--- src/rtl/ctrl_sequencer_if.sv ---
// Program memory read port between the control sequencer (master) and its
// instruction store (slave); one-cycle read latency.
interface ctrl_sequencer_if #(
  parameter int unsigned ADDR_WIDTH = 10,
  parameter int unsigned DATA_WIDTH = 72
);
  logic [ADDR_WIDTH-1:0] prog_addr;
  logic                  prog_en;
  logic [DATA_WIDTH-1:0] prog_dout;

  modport master (
    output prog_addr,
    output prog_en,
    input  prog_dout
  );

  modport slave (
    input  prog_addr,
    input  prog_en,
    output prog_dout
  );
endinterface

--- src/rtl/ctrl_sequencer.sv ---
// Microprogram sequencer: fetches instructions from program memory and drives
// a registered control word to the LU datapath (EMIT / HOLD / END opcodes).
module ctrl_sequencer #(
  parameter int unsigned CTRL_WIDTH      = 60,
  parameter int unsigned PROG_ADDR_WIDTH = 10,
  parameter int unsigned CNT_WIDTH       = 10
) (
  input  logic                       CLK_100,
  input  logic                       RST,
  input  logic                       start,
  input  logic [PROG_ADDR_WIDTH-1:0] start_addr,
  input  logic                       stop,
  ctrl_sequencer_if.master           prog,
  output logic [CTRL_WIDTH-1:0]      CTRL_Signal,
  output logic                       ctrl_valid,
  output logic                       bram_ZYNQ_sel,
  output logic                       busy,
  output logic                       done,
  output logic                       error,
  output logic [31:0]                run_cycles
);

  localparam int unsigned IW = CTRL_WIDTH + 2 + CNT_WIDTH;

  typedef enum logic [1:0] {
    S_IDLE  = 2'd0,
    S_FETCH = 2'd1,
    S_RUN   = 2'd2,
    S_DONE  = 2'd3
  } state_t;

  typedef enum logic [1:0] {
    OP_EMIT = 2'b00,
    OP_HOLD = 2'b01,
    OP_END  = 2'b10,
    OP_RSVD = 2'b11
  } op_t;

  state_t                     state_q, state_d;
  logic [PROG_ADDR_WIDTH-1:0] pc_q, pc_d;
  logic [CNT_WIDTH-1:0]       hold_q, hold_d;
  logic [CTRL_WIDTH-1:0]      ctrl_q, ctrl_d;
  logic                       valid_q, valid_d;
  logic                       done_q, done_d;
  logic                       error_q, error_d;
  logic [31:0]                runc_q, runc_d;
  logic                       busy_q, busy_d;
  logic                       sel_q, sel_d;
  logic                       en_q, en_d;

  // Instruction field split of the word returned by program memory
  op_t                   instr_op;
  logic [CNT_WIDTH-1:0]  instr_cnt;
  logic [CTRL_WIDTH-1:0] instr_ctrl;

  assign instr_op   = op_t'(prog.prog_dout[IW-1 -: 2]);
  assign instr_cnt  = prog.prog_dout[IW-3 -: CNT_WIDTH];
  assign instr_ctrl = prog.prog_dout[CTRL_WIDTH-1:0];

  // State register and all registered outputs
  always_ff @(posedge CLK_100) begin
    if (RST) begin
      state_q <= S_IDLE;
      pc_q    <= '0;
      hold_q  <= '0;
      ctrl_q  <= '0;
      valid_q <= 1'b0;
      done_q  <= 1'b0;
      error_q <= 1'b0;
      runc_q  <= '0;
      busy_q  <= 1'b0;
      sel_q   <= 1'b1;
      en_q    <= 1'b0;
    end else begin
      state_q <= state_d;
      pc_q    <= pc_d;
      hold_q  <= hold_d;
      ctrl_q  <= ctrl_d;
      valid_q <= valid_d;
      done_q  <= done_d;
      error_q <= error_d;
      runc_q  <= runc_d;
      busy_q  <= busy_d;
      sel_q   <= sel_d;
      en_q    <= en_d;
    end
  end

  // Next-state and next-output logic
  always_comb begin
    state_d = state_q;
    pc_d    = pc_q;
    hold_d  = hold_q;
    ctrl_d  = ctrl_q;
    valid_d = valid_q;
    error_d = error_q;
    runc_d  = (valid_q && (runc_q != 32'hFFFF_FFFF)) ? runc_q + 32'd1 : runc_q;
    done_d  = 1'b0;
    busy_d  = 1'b0;
    sel_d   = 1'b1;
    en_d    = 1'b0;

    case (state_q)
      S_IDLE: begin
        if (start && !stop) begin
          state_d = S_FETCH;
          pc_d    = start_addr;
          error_d = 1'b0;
          runc_d  = '0;
        end
      end

      S_FETCH: begin
        if (stop) begin
          state_d = S_IDLE;
          ctrl_d  = '0;
          valid_d = 1'b0;
          hold_d  = '0;
        end else begin
          state_d = S_RUN;
          pc_d    = pc_q + PROG_ADDR_WIDTH'(1);
        end
      end

      S_RUN: begin
        if (stop) begin
          state_d = S_IDLE;
          ctrl_d  = '0;
          valid_d = 1'b0;
          hold_d  = '0;
        end else if (hold_q != '0) begin
          // Holding: word stays, the prefetched instruction is kept at pc
          hold_d = hold_q - CNT_WIDTH'(1);
          if (hold_q == CNT_WIDTH'(1)) begin
            pc_d = pc_q + PROG_ADDR_WIDTH'(1);
          end
        end else begin
          case (instr_op)
            OP_EMIT: begin
              ctrl_d  = instr_ctrl;
              valid_d = 1'b1;
              hold_d  = '0;
              pc_d    = pc_q + PROG_ADDR_WIDTH'(1);
            end
            OP_HOLD: begin
              ctrl_d  = instr_ctrl;
              valid_d = 1'b1;
              hold_d  = instr_cnt;
              if (instr_cnt == '0) begin
                pc_d = pc_q + PROG_ADDR_WIDTH'(1);
              end
            end
            OP_END: begin
              state_d = S_DONE;
              ctrl_d  = '0;
              valid_d = 1'b0;
            end
            default: begin
              state_d = S_DONE;
              ctrl_d  = '0;
              valid_d = 1'b0;
              error_d = 1'b1;
            end
          endcase
        end
      end

      S_DONE: begin
        state_d = S_IDLE;
      end

      default: begin
        state_d = S_IDLE;
      end
    endcase

    done_d = (state_d == S_DONE);
    busy_d = (state_d == S_FETCH) || (state_d == S_RUN);
    sel_d  = !busy_d;
    en_d   = busy_d;
  end

  assign prog.prog_addr = pc_q;
  assign prog.prog_en   = en_q;
  assign CTRL_Signal    = ctrl_q;
  assign ctrl_valid     = valid_q;
  assign bram_ZYNQ_sel  = sel_q;
  assign busy           = busy_q;
  assign done           = done_q;
  assign error          = error_q;
  assign run_cycles     = runc_q;

endmodule

--- src/flat_wrapper.sv ---
// flat-port wrapper written by rule: the top's interface ports become plain ports
module ctrl_sequencer_flat 
#(
  parameter int unsigned CTRL_WIDTH      = 60,
  parameter int unsigned PROG_ADDR_WIDTH = 10,
  parameter int unsigned CNT_WIDTH       = 10
)
  (CLK_100, RST, start, start_addr, stop, CTRL_Signal, ctrl_valid, bram_ZYNQ_sel, busy, done, error, run_cycles, prog_prog_addr, prog_prog_en, prog_prog_dout);
  ctrl_sequencer_if #(.ADDR_WIDTH(10), .DATA_WIDTH(72)) prog_i ();
  input  logic CLK_100;
  input  logic RST;
  input  logic start;
  input  logic [PROG_ADDR_WIDTH-1:0] start_addr;
  input  logic stop;
  output logic [CTRL_WIDTH-1:0] CTRL_Signal;
  output logic ctrl_valid;
  output logic bram_ZYNQ_sel;
  output logic busy;
  output logic done;
  output logic error;
  output logic [31:0] run_cycles;
  output wire logic [$bits(prog_i.prog_addr)-1:0] prog_prog_addr;
  output wire logic [$bits(prog_i.prog_en)-1:0] prog_prog_en;
  input wire logic [$bits(prog_i.prog_dout)-1:0] prog_prog_dout;
  assign prog_prog_addr = prog_i.prog_addr;
  assign prog_prog_en = prog_i.prog_en;
  assign prog_i.prog_dout = prog_prog_dout;
  ctrl_sequencer #(.CTRL_WIDTH(CTRL_WIDTH), .PROG_ADDR_WIDTH(PROG_ADDR_WIDTH), .CNT_WIDTH(CNT_WIDTH)) u_core (.CLK_100(CLK_100), .RST(RST), .start(start), .start_addr(start_addr), .stop(stop), .prog(prog_i), .CTRL_Signal(CTRL_Signal), .ctrl_valid(ctrl_valid), .bram_ZYNQ_sel(bram_ZYNQ_sel), .busy(busy), .done(done), .error(error), .run_cycles(run_cycles));
endmodule
--- config.mk ---
export PLATFORM = sky130hd
export DESIGN_NAME = ctrl_sequencer_flat
export DESIGN_NICKNAME = d
export VERILOG_FILES = /design/src/rtl/ctrl_sequencer_if.sv /design/src/rtl/ctrl_sequencer.sv /design/src/flat_wrapper.sv
export SDC_FILE = /design/constraint.sdc
export NUM_CORES = 1
export LEC_CHECK = 0
export ABC_AREA = 0
export ABC_CLOCK_PERIOD_IN_PS = 3000
export CORE_MARGIN = 5
export CORE_UTILIZATION = 40
export DETAILED_ROUTE_END_ITERATION = 16
export PLACE_DENSITY = 0.73
export SLEW_MARGIN = 20
export SYNTH_ARGS = -nofsm -noshare
export SYNTH_HDL_FRONTEND = slang
export SYNTH_SLANG_ARGS = --single-unit
--- constraint.sdc ---
create_clock -name CLK_100 -period 3 [get_ports CLK_100]
set_clock_uncertainty 0.05 [all_clocks]
set_input_delay 0.6 -clock CLK_100 [delete_from_list [all_inputs] [get_ports CLK_100]]
set_output_delay 0.6 -clock CLK_100 [all_outputs]
set_load 0.005 [all_outputs]
==> reports/metrics.yaml <==
status: "finished clean"
slew_violations: 0
fmax_mhz: 396
grt_pass1_wl_mm: 27.7
htree_num_levels: 4
async_flop_share_pct: 0
critical_path_class: "flop to flop"
ir_worst_vdd_mv: 0.339
power.density_nw_per_um2: 526
routed_wl_mm: 17.3
critical_path_required_ns: 3.28
synth.ff_latch_count: 119
grt_max_degree: 62
maxCapViolCount: 0
p_total_uw: 4380
place_area_um2: 7690
synth-seq-area-share_pct: 42.4
die_w_um: 129
r2r_setup_slack_ns: 0.47
grtUsageTotal_pct: 20.7
fin_area_um2: 8320
dr.pass1.iters: 5
cts_resized: 0
synth_ff_type: "dfxtp_1"
post-dp-hpwl_mm: 12.6
clock_latency_ns: 0.40
synthCells: 631
hold_path.class: "flop to flop"
cts_sinks: 119
fillers: 1151
synth.most_common_cell: "dfxtp_1"
ant_nets: 0
gp_congestion: 0.900
drive_gt1_share_pct: 10.0
die_area_um2: 16500
syn_nets: 728
fin_crit_sh_pct: 84.2
setup_viol: 0
root_buffer: "clkbuf_16"
drc: 0
clk_pin_slew_ns: 0.05
die_h_um: 129
synthDistinctLibCells: 63
core_area_um2: 13800
postCtsSetupRepairBufs: 0
io_buffers: 193
arrival_ns: 2.81
antenna_found_initial: 0
synth_top_area_share_pct: 42.4
syn_to_final_growth_pct: 48.0
synth_top_area_cell: "dfxtp_1"
num_vias: 5557
cp_max_fo: 9
hold_viol: 0
synth_edf_count: 0
leakage_uw: 0.00282
yosysWarningCount: 0
yosys-top-cells-area: "dfxtp_1, nor2_1, a22oi_1"
start_util_pct: 40.7
num_antenna_cells: 0
min_period_ns: 2.53
vias_per_cell: 5.51
grt_pass1_vias: 5610
pre_cts_ws_ns: 0.300
cts_tree: "built"
rows: 43
worstMarginPinSlew_ns: 0.822
ctsLongestPathBuffers: 2
synth_area_um2: 5620
rsz0062_at_grt: "false"
fin_tns_setup_ns: 0
ctsHoldBuffers: 0
numCtsBuffers: 17
slew_headroom_pct: 44.8
fin_ws_ns: 0.475
syn_avg_cell_area_um2: 8.91
grt_overflow: 0
ios: 194
fin_nets: 913
cp-start-kind: "flop"
wl_per_cell_um: 17.2
crit_path_end_kind: "flop"
yosys-top-cells-count: "dfxtp_1, nor2_1, a22oi_1, nand2_1, clkbuf_1"
drtIter0Drc: 518
==> worst max-delay path: stages, from the launching register on <==
cell,delay (ns)
dfxtp_1,0.47
and4_1,0.43
nand4_1,0.33
o31ai_1,0.80
o21ai_0,0.23
a21oi_1,0.15
==> sequential cells by signal, summed over array words and instances (netlist names) <==
register / flops
u_core.state_q: 2
u_core.prog.prog_addr: 10
u_core.hold_q: 10
u_core.CTRL_Signal: 60
u_core.error: 1
u_core.bram_ZYNQ_sel: 1
u_core.done: 1
u_core.prog.prog_en: 1
u_core.run_cycles: 32
u_core.ctrl_valid: 1
==> cell families after synthesis <==
kind of cell | count (synthesis) | share of synthesized area [%]
compound gates | 167 | 23.3
xor+xnor | 17 | 2.65
fa+ha+maj | 11 | 2.45
buf+inv | 57 | 5.32
flops | 119 | 42.4
mux | 3 | 0.534
simple gates | 257 | 23.3
==> layer usage <==
| metal | GRT usage, % | wire, µm | vias up |
|---|---|---|---|
| li1 | - | - | 2696 |
| met5 | 0 | 0 | - |
| met1 | 23.9 | 6980 | 2588 |
| met3 | 8.55 | 1690 | 21 |
| met4 | 7.04 | 198 | 0 |
| met2 | 34.7 | 8450 | 252 |
==> through the flow <==
| stage | instances | hold WS [ns] | util (%) |
|---|---|---|---|
| global placement | 977 | 0.437 | 55.6 |
| CTS | 1008 | 0.460 | 60.2 |
| detailed placement | 977 | 0.444 | 55.6 |
| global route | 1008 | 0.472 | 60.2 |
| finish | 1008 | 0.458 | 60.2 |
| floorplan | 631 | 0.422 | - |
==> power breakdown <==
part           leakage, µW  internal, µW  switching, µW
Sequential        0.000960          1610           29.5
Clock             0.000302          1470            713
Combinational      0.00156           271            292
==> final cells by class <==
cell class | count | area (µm²) | share of cell area, %
clock buffers | 18 | 429 | 5.16
multi-input cells | 455 | 2940 | 35.4
repair buffers | 209 | 2080 | 25.1
clock inverters | 13 | 205 | 2.47
inverters | 14 | 52.6 | 0.632
flip-flops and latches | 119 | 2380 | 28.6
well taps | 180 | 225 | 2.71
==> final timing paths <==
path | start | to | depth (start not counted)
worst max-delay path | u_core.run_cycles[6]$_SDFF_PP0_ | u_core.run_cycles[5]$_SDFF_PP0_ | 5
worst min-delay path | u_core.prog.prog_addr[9]$_SDFFE_PP0P_ | u_core.prog.prog_addr[9]$_SDFFE_PP0P_ | 2
worst max register to register | u_core.run_cycles[6]$_SDFF_PP0_ | u_core.run_cycles[5]$_SDFF_PP0_ | 5
worst min register to register | u_core.prog.prog_addr[9]$_SDFFE_PP0P_ | u_core.prog.prog_addr[9]$_SDFFE_PP0P_ | 2
==> placed cells by master, fill, tap and decap left out, drive strengths merged, types with 10 or more instances in the layout <==
cell type      count
dfxtp            119
o21ai             23
clkdlybuf4s50    192
nand4             14
nand3             20
a31oi             10
a22oi             60
nand2             35
nor4              12
ha                11
buf               17
xnor2             13
nor2              98
nor3              22
clkbuf            18
inv               14
a21oi             22
No activity file was read; power rests on OpenSTA's default activity.
